===== src/rtl/reflet_uart_boot_loader.sv =====
// UART boot loader: deserialises bytes from rx into instruction RAM from load_base,
// holding the CPU in reset until the stream goes idle or the image size limit is hit.
module reflet_uart_boot_loader #(
  parameter int clk_freq     = 1000000,
  parameter int baud_rate    = 9600,
  parameter int addr_width   = 16,
  parameter int load_base    = 0,
  parameter int max_size     = 256,
  parameter int idle_bytes   = 4,
  parameter bit wait_forever = 1'b1
) (
  input  logic                  clk,
  input  logic                  reset,
  input  logic                  rx,
  output logic [addr_width-1:0] mem_addr,
  output logic [7:0]            mem_data,
  output logic                  mem_we,
  output logic                  cpu_reset,
  output logic                  loading,
  output logic [addr_width:0]   byte_count,
  output logic                  framing_error
);

  localparam int raw_div        = clk_freq / baud_rate;
  localparam int divisor        = (raw_div < 4) ? 4 : raw_div;
  localparam int timeout_cycles = idle_bytes * 10 * divisor;
  localparam int tw             = $clog2(divisor);
  localparam int iw             = $clog2(timeout_cycles + 1);

  localparam logic [tw-1:0]         half_pt     = tw'(divisor / 2);
  localparam logic [tw-1:0]         bit_last    = tw'(divisor - 1);
  localparam logic [tw-1:0]         tmr_one     = tw'(1);
  localparam logic [iw-1:0]         timeout_cnt = iw'(timeout_cycles);
  localparam logic [iw-1:0]         idle_one    = iw'(1);
  localparam logic [addr_width-1:0] base_addr   = addr_width'(load_base);
  localparam logic [addr_width:0]   max_cnt     = (addr_width + 1)'(max_size);
  localparam logic [addr_width:0]   cnt_one     = (addr_width + 1)'(1);

  typedef enum logic [1:0] {RX_IDLE, RX_START, RX_DATA, RX_STOP} rx_state_e;
  typedef enum logic [1:0] {WAIT_FIRST, LOADING, BOOT} top_state_e;

  // Receiver state
  logic            rx_meta_q, rx_sync_q, rx_prev_q;
  rx_state_e       rx_state_q, rx_state_d;
  logic [tw-1:0]   rx_timer_q, rx_timer_d;
  logic [2:0]      bit_idx_q, bit_idx_d;
  logic [7:0]      shift_q, shift_d;
  logic            byte_valid_q, byte_valid_d;
  logic            framing_error_q, framing_error_d;
  logic            start_edge;

  // Loader state
  top_state_e              top_q, top_d;
  logic [iw-1:0]           idle_q, idle_d;
  logic [addr_width-1:0]   mem_addr_q, mem_addr_d;
  logic [7:0]              mem_data_q, mem_data_d;
  logic                    mem_we_q, mem_we_d;
  logic [addr_width:0]     byte_count_q, byte_count_d;
  logic                    timeout_hit;

  // rx is asynchronous; only rx_sync_q (and its delayed copy) is ever decoded.
  // NOTE: sequential state uses non-blocking assignments so every flop samples
  // pre-edge values, independent of block evaluation order.
  always_ff @(posedge clk or negedge reset) begin
    if (!reset) begin
      rx_meta_q <= 1'b1;
      rx_sync_q <= 1'b1;
      rx_prev_q <= 1'b1;
    end else begin
      rx_meta_q <= rx;
      rx_sync_q <= rx_meta_q;
      rx_prev_q <= rx_sync_q;
    end
  end

  always_comb begin
    // NOTE: every combinational output gets a default first so no path through
    // the case statement can infer a latch.
    rx_state_d      = rx_state_q;
    rx_timer_d      = rx_timer_q;
    bit_idx_d       = bit_idx_q;
    shift_d         = shift_q;
    byte_valid_d    = 1'b0;
    framing_error_d = framing_error_q;
    start_edge      = 1'b0;
    case (rx_state_q)
      RX_IDLE: begin
        if (rx_prev_q && !rx_sync_q) begin
          start_edge = 1'b1;
          rx_state_d = RX_START;
          rx_timer_d = '0;
        end
      end
      RX_START: begin
        if (rx_timer_q == half_pt) begin
          rx_timer_d = '0;
          bit_idx_d  = '0;
          rx_state_d = rx_sync_q ? RX_IDLE : RX_DATA;
        end else begin
          rx_timer_d = rx_timer_q + tmr_one;
        end
      end
      RX_DATA: begin
        if (rx_timer_q == bit_last) begin
          rx_timer_d = '0;
          shift_d    = {rx_sync_q, shift_q[7:1]};
          bit_idx_d  = bit_idx_q + 3'd1;
          if (bit_idx_q == 3'd7) rx_state_d = RX_STOP;
        end else begin
          rx_timer_d = rx_timer_q + tmr_one;
        end
      end
      RX_STOP: begin
        if (rx_timer_q == bit_last) begin
          rx_timer_d = '0;
          rx_state_d = RX_IDLE;
          if (rx_sync_q) byte_valid_d    = 1'b1;
          else           framing_error_d = 1'b1;
        end else begin
          rx_timer_d = rx_timer_q + tmr_one;
        end
      end
      default: rx_state_d = RX_IDLE;
    endcase
  end

  always_ff @(posedge clk or negedge reset) begin
    if (!reset) begin
      rx_state_q      <= RX_IDLE;
      rx_timer_q      <= '0;
      bit_idx_q       <= '0;
      shift_q         <= '0;
      byte_valid_q    <= 1'b0;
      framing_error_q <= 1'b0;
    end else begin
      rx_state_q      <= rx_state_d;
      rx_timer_q      <= rx_timer_d;
      bit_idx_q       <= bit_idx_d;
      shift_q         <= shift_d;
      byte_valid_q    <= byte_valid_d;
      framing_error_q <= framing_error_d;
    end
  end

  always_comb begin
    top_d        = top_q;
    idle_d       = idle_q;
    mem_addr_d   = mem_addr_q;
    mem_data_d   = mem_data_q;
    mem_we_d     = 1'b0;
    byte_count_d = byte_count_q;

    // Idle timer saturates, so a long WAIT_FIRST with wait_forever set cannot wrap.
    if (start_edge) begin
      idle_d = '0;
    end else if (rx_state_q == RX_IDLE && top_q != BOOT && idle_q != timeout_cnt) begin
      idle_d = idle_q + idle_one;
    end
    timeout_hit = (idle_d == timeout_cnt);

    case (top_q)
      WAIT_FIRST: begin
        if (byte_valid_q) begin
          mem_we_d     = 1'b1;
          mem_data_d   = shift_q;
          mem_addr_d   = base_addr + byte_count_q[addr_width-1:0];
          byte_count_d = byte_count_q + cnt_one;
          top_d        = LOADING;
        end else if (!wait_forever && timeout_hit) begin
          top_d = BOOT;
        end
      end
      LOADING: begin
        if (byte_count_q == max_cnt) begin
          top_d = BOOT;
        end else if (byte_valid_q) begin
          mem_we_d     = 1'b1;
          mem_data_d   = shift_q;
          mem_addr_d   = base_addr + byte_count_q[addr_width-1:0];
          byte_count_d = byte_count_q + cnt_one;
        end else if (timeout_hit) begin
          top_d = BOOT;
        end
      end
      BOOT:    top_d = BOOT;
      default: top_d = WAIT_FIRST;
    endcase
  end

  always_ff @(posedge clk or negedge reset) begin
    if (!reset) begin
      top_q        <= WAIT_FIRST;
      idle_q       <= '0;
      mem_addr_q   <= base_addr;
      mem_data_q   <= '0;
      mem_we_q     <= 1'b0;
      byte_count_q <= '0;
    end else begin
      top_q        <= top_d;
      idle_q       <= idle_d;
      mem_addr_q   <= mem_addr_d;
      mem_data_q   <= mem_data_d;
      mem_we_q     <= mem_we_d;
      byte_count_q <= byte_count_d;
    end
  end

  assign mem_addr      = mem_addr_q;
  assign mem_data      = mem_data_q;
  assign mem_we        = mem_we_q;
  assign byte_count    = byte_count_q;
  assign framing_error = framing_error_q;
  assign cpu_reset     = (top_q == BOOT);
  assign loading       = (top_q != BOOT);

endmodule


===== config.mk =====
export PLATFORM = sky130hd
export DESIGN_NAME = reflet_uart_boot_loader
export DESIGN_NICKNAME = d
export VERILOG_FILES = /design/src/rtl/reflet_uart_boot_loader.sv
export SDC_FILE = /design/constraint.sdc
export NUM_CORES = 1
export LEC_CHECK = 0
export ABC_AREA = 1
export CAP_MARGIN = 5
export CORE_ASPECT_RATIO = 1.75
export CORE_MARGIN = 1.5
export CORE_UTILIZATION = 25
export DETAILED_ROUTE_END_ITERATION = 7
export PLACE_DENSITY_LB_ADDON = 0.3
export SLEW_MARGIN = 15
export SYNTH_ARGS = -nofsm -noshare
export SYNTH_HDL_FRONTEND = slang
export SYNTH_SLANG_ARGS = --single-unit

===== constraint.sdc =====
create_clock -name clk -period 3.28 [get_ports clk]
set_input_delay 0.328 -clock clk [delete_from_list [all_inputs] [get_ports clk]]
set_output_delay 0.328 -clock clk [all_outputs]
set_load 0.02 [all_outputs]

Word-level counts from Yosys, hierarchy flattened
Index checks and enable logic that the tools add are counted.
{"block": "op_classes", "addsub": 4, "eq_ne": 21, "mux": 38, "bitwise_logic": 1, "n_reduce_logical": 15}
{"op": "2-to-1 mux 17 bit", "n": 2}
{"op": "case mux 17 bit (2 select lines)", "n": 1}
{"op": "2-to-1 mux 16 bit", "n": 2}
{"op": "case mux 16 bit (2 select lines)", "n": 1}
{"op": "2-to-1 mux 13 bit", "n": 2}
{"op": "2-to-1 mux 7 bit", "n": 3}
{"op": "case mux 7 bit (3 select lines)", "n": 1}
{"op": "2-to-1 mux 2 bit", "n": 10}
{"op": "adder 17 x 1 -> 17 bit, second input constant", "n": 1}
{"op": "== test 17 x 9 -> 1 bit, second input constant", "n": 1}
{"op": "2-to-1 mux 8 bit", "n": 2}
{"op": "!= test 2 bit, second input constant", "n": 8}
{"op": "case mux 8 bit (2 select lines)", "n": 1}
{"op": "adder 13 x 1 -> 13 bit, second input constant", "n": 1}
{"op": "== test 13 bit, second input constant", "n": 1}
{"op": "!= test 13 bit, second input constant", "n": 1}
{"op": "AND reduction 3 bit", "n": 3}
{"op": "case mux 2 bit (4 select lines)", "n": 1}
{"op": "adder 7 x 1 -> 7 bit, second input constant", "n": 1}
{"op": "== test 7 x 6 -> 1 bit, second input constant", "n": 1}
{"op": "== test 7 bit, second input constant", "n": 1}
{"op": "2-to-1 mux 1 bit", "n": 7}
{"op": "== test 2 bit, second input constant", "n": 3}
{"op": "2-to-1 mux 3 bit", "n": 2}
{"op": "15 further kinds", "n": 22}
{"block": "totals", "register_bits": 82, "in_bits": 3}

Longest topological paths before layout
{"block": "logic_depth", "ltp_word": 10, "mapped_depth": 17}

Least setup slack after synthesis
OpenSTA, ideal clock, no wires.
{"block": "synth_timing", "path_kind": "register -> register", "from": "register top_q[0]", "to": "register top_q[1]", "setup_time_ps": 117, "t_arrival_ps": 1772, "required_time_ps": 3163, "path_slack_ps": 1392, "stages_incl_launch_ff": 16, "path_buffers": 0, "path_cell_list": "dfrtp_1 -> inv_1 -> ha_1 -> inv_1 -> nand2_4 -> inv_4 -> nand2_4 -> nand2_1 -> nand3_1 -> nand2_1 -> nor2_2 -> nand3_2 -> inv_1 -> nand2_1 -> nand3_1 -> nand2_1"}
{"block": "synth_between", "elab_cells_between_ends": 14, "classes_between": "eq/ne: 7; mux: 3; reduce/logical: 4"}
{"item": "start, declared", "line_no": "53", "source": "top_state_e top_q, top_d;"}
{"item": "start signal, assigned", "line_no": "199", "source": "top_q <= top_d;"}
{"item": "== test 2 bit"}
{"item": "named net cpu_reset", "line_no": "18", "source": "output logic cpu_reset,"}
{"item": "case mux 2 bit (3 select lines)", "line_no": "161", "source": "case (top_q)"}
The timed path passes the listed nets, and every way through them passes these cells.
A chain may end at the register's enable or synchronous reset.

Worst setup path in the final report
{"block": "layout_timing", "from": "register byte_count_q[0] (netlist: byte_count[0])", "to": "register byte_count_q[14] (netlist: byte_count[14])"}
{"block": "layout_between", "elab_chain_cells": 4, "elab_cells_between_ends": 7, "classes_between": "add/sub: 1; eq/ne: 2; mux: 3; reduce/logical: 1"}
{"item": "start, declared", "line_no": "58", "source": "logic [addr_width:0] byte_count_q, byte_count_d;"}
{"item": "start signal, assigned", "line_no": "204", "source": "byte_count_q <= byte_count_d;"}
{"item": "adder 17 x 1 -> 17 bit", "line_no": "167, 180"}
{"item": "2-to-1 mux 17 bit", "line_no": "163, 176"}
{"item": "2-to-1 mux 17 bit", "line_no": "174", "source": "if (byte_count_q == max_cnt) begin"}
{"item": "case mux 17 bit (2 select lines)", "line_no": "161"}
Parallel ways exist; a longest one is shown, timed or not. The select of a mux whose other input is x is not followed.

==> results by group <==
Yosys
  • Syn nets: around 540
  • Average size of a mapped cell: about 8.3 um^2
  • Register area share after synthesis: 0.4766
  • Syn Inst Count: 521
  • Count of cell types in the netlist: 41
  • Synth Warn #: 0
  • Mapped cell area: around 4300 um^2
  • Ys async rst share: 1.000
  • Post-synth EDFFs: 0
  • Prevailing post-synth register cell: dfrtp_1
  • Synth Register Bits: 82

Clocking
  • Htree depth: 3
  • TritonCTS clock tree: yes
  • Hold_buf cts: 0
  • # Post-CTS Setup Buffers: 0
  • CTS Buf Count: 9
  • Clk pin slew, worst setup/hold paths: 60 ps
  • Root buffer cell: clkbuf_16
  • CTS resizes: 0
  • CTS max path bufs: 2
  • Clock Latency Late Sink: 340 ps
  • # clock sinks: 82

Floorplanning
  • Core footprint: approximately 17000 um^2
  • Die extent in x: 102.3 um
  • IO Pins: 48
  • Initial Util: 0.2545
  • Rows: 63
  • Die ar.: around 18000 um^2
  • Die extent in y: 176.8 um

Route
  • Vias: 3508
  • DR iter-0 viols: 151
  • Met3 WL: 344 um
  • Met2 WL post-DR: just under 6 mm
  • TritonRoute pass-1 iters: 4
  • DRC viols: 0
  • Via density per instance: 4.380
  • M1 WL: 4.082 mm
  • WL/cell: 13.42 um
  • Post-DRT Antenna Nets: 0
  • Post-Route WL: 10.75 mm
  • Top routing layer used: met4

Critical path
  • Crit-path max FO: 30
  • Critical Path AT: 2670 ps
  • FF-to-FF Start: byte_count[0]
  • Critical Path Sink Type: flip-flop
  • Worst r2r path cells: 10
  • CP Class: reg2reg
  • Reg-to-reg critical path endpoint: byte_count[14]
  • Reg2reg setup slack: 810 ps
  • Critical path required time: 3480 ps
  • Startpoint types: flip-flop

Pwr
  • Pwr dens: 539.0 nW/um^2
  • Combinational Power Share: 0.225
  • Total power: roughly 2.9 mW
  • Register share of total power: 0.426
  • Switch share: 0.3358
  • Clock power share: 0.349
  • Leakage: 2.432 nW
  • Pint: 1.896 mW
  • Sw Pwr: around 0.96 mW
  • Peak VDD IR: 0.0002245 V

Place
  • Routability cong.: 0.8606
  • Placed Instance Area: 5001 um^2
  • DP HPWL: a little over 8 mm
  • I/O Buffers: 47
  • Cell count after placement: 785

Global route
  • First-pass GRT wire length: 17.84 mm
  • Vias in the first global route: roughly 3700
  • Initial antenna violation count: 0
  • Largest net degree at the start of global routing: 78
  • Overall global routing resource usage: 0.1269
  • GR Overflow Total: 0

Finish
  • Final instance area: 5296 um^2
  • Final Net Count: 583
  • Layout cells sized above 1: 0.09582
  • Finished Layout Cells: about 800
  • Most frequent cells in the layout: nand2_1 (129), inv_1 (79), dfrtp_1 (79)
  • Inserted Diodes: 0
  • Most common cell after layout, fill and taps aside: nand2_1
  • Syn-to-layout area delta: 22.80%

Timing
  • Final setup violating endpoints: 0
  • Total negative setup slack: 0 ps
  • Actual slew at the worst max-slew pin: about 1000 ps
  • Clock skew: 5.225 ps
  • Fmax achieved: just over 400 MHz
  • Worst rel slew slack: 0.3472
  • Final worst-path cycle share: 0.7525
  • Min Tclk post-route: 2468 ps
  • Fin. max-slew vios: 0
  • Final hold viol count: 0
  • RSZ-0062 raised after global routing: no

Job
  • Max_cap viols: 0

Min path
  • Hold/Removal Path Class: in2async

Status
  • Status: completed
critical path, stage by stage, from the launching register on:
cell	delay, ps
dfrtp_1	420
inv_1	150
ha_1	200
nand4_1	110
nor3_1	200
nand3_1	130
o21ai_2	180
o21ai_2	210
nand2_2	260
buf_4	330
o21ai_0	130
metrics by stage:
| stage | utilization | hold slack [ps] | setup WS [ps] |
|---|---|---|---|
| CTS | 0.3125 | 195.5 | 791.6 |
| global placement | 0.2951 | 347.5 | 835.2 |
| detailed placement | 0.2951 | 348.4 | 815.6 |
| global route | 0.3125 | 243.8 | 562.6 |
| floorplan | - | 32.41 | 1392 |
| finish | 0.3125 | 138.7 | 811.7 |
cell usage after synthesis, types with 2 or more instances:
library cell  instances  area, um^2
buf_6                 4       45.04
nor3_1               11       55.05
inv_2                 4       15.01
nand2_2               4       25.02
nand3_2               3       30.03
nand4_1              11       68.82
o21ai_2               2       17.52
dfrtp_1              79        1977
clkbuf_1              3       11.26
nand2_1             129       484.2
o21ai_0              35       175.2
nor2_2                5       31.28
ha_1                 11       137.6
o22ai_1               3       18.77
o21ai_1               7       35.03
dfstp_2               3       78.83
nor2_1               27       101.4
nand3_1              46       230.2
nand2_4               2       22.52
buf_2                 5       25.02
xnor2_1               2       17.52
a21oi_1               5       25.02
inv_1                79       296.5
xor2_1               23       201.4
a21oi_4               2       32.53
flip-flops by register name (all words and copies together) (netlist names), named ones only:
register / cells
top_q: 2
rx_prev_q: 1
shift_q: 8
mem_addr: 16
rx_meta_q: 1
bit_idx_q: 3
framing_error: 1
rx_sync_q: 1
byte_count: 17
byte_valid_q: 1
rx_timer_q: 7
mem_we: 1
mem_data: 8
idle_q: 13
rx_state_q: 1
power by group through the flow:
stage	logic, mW	registers [mW]	clock network (mW)
floorplan	0.535	1.18	0
global placement	0.623	1.22	0
detailed placement	0.648	1.23	0
CTS	0.651	1.21	1.03
global route	0.742	1.22	1.06
finish	0.643	1.21	0.996
routing by layer:
layer / vias up / GRT usage
li1: 1747 / -
met1: 1653 / 0.1340
met2: 74 / 0.2271
met4: 0 / 0.08219
met5: - / 0
met3: 34 / 0.02014
final cells by class:
cell class              count  area, um^2
flip-flops and latches     82        2056
fillers                  1756       11650
repair buffers             50       490.5
clock inverters             7       70.07
well taps                 227       284.0
inverters                  85       322.8
multi-input cells         341        1848
clock buffers               9       225.2
kinds of logic after synthesis:
family,share of synthesized area
compound gates,0.08268
xor+xnor,0.05077
fa+ha+maj,0.03191
buf+inv,0.09486
flops,0.4766
simple gates,0.2631
worst max-delay path by stage:
stage / from / endpoint / slack (ps) / cells after the start
after CTS: byte_count[0] / byte_count[1] / 790 / 11
after floorplan: top_q[0] / top_q[1] / 1390 / 15
final: byte_count[0] / byte_count[14] / 810 / 10
after global placement: byte_count[0] / byte_count[1] / 840 / 11
after global routing: byte_count[1] / mem_data[5] / 560 / 11
after detailed placement: byte_count[0] / mem_data[7] / 820 / 10
No activity file was read; power rests on OpenSTA's default activity.
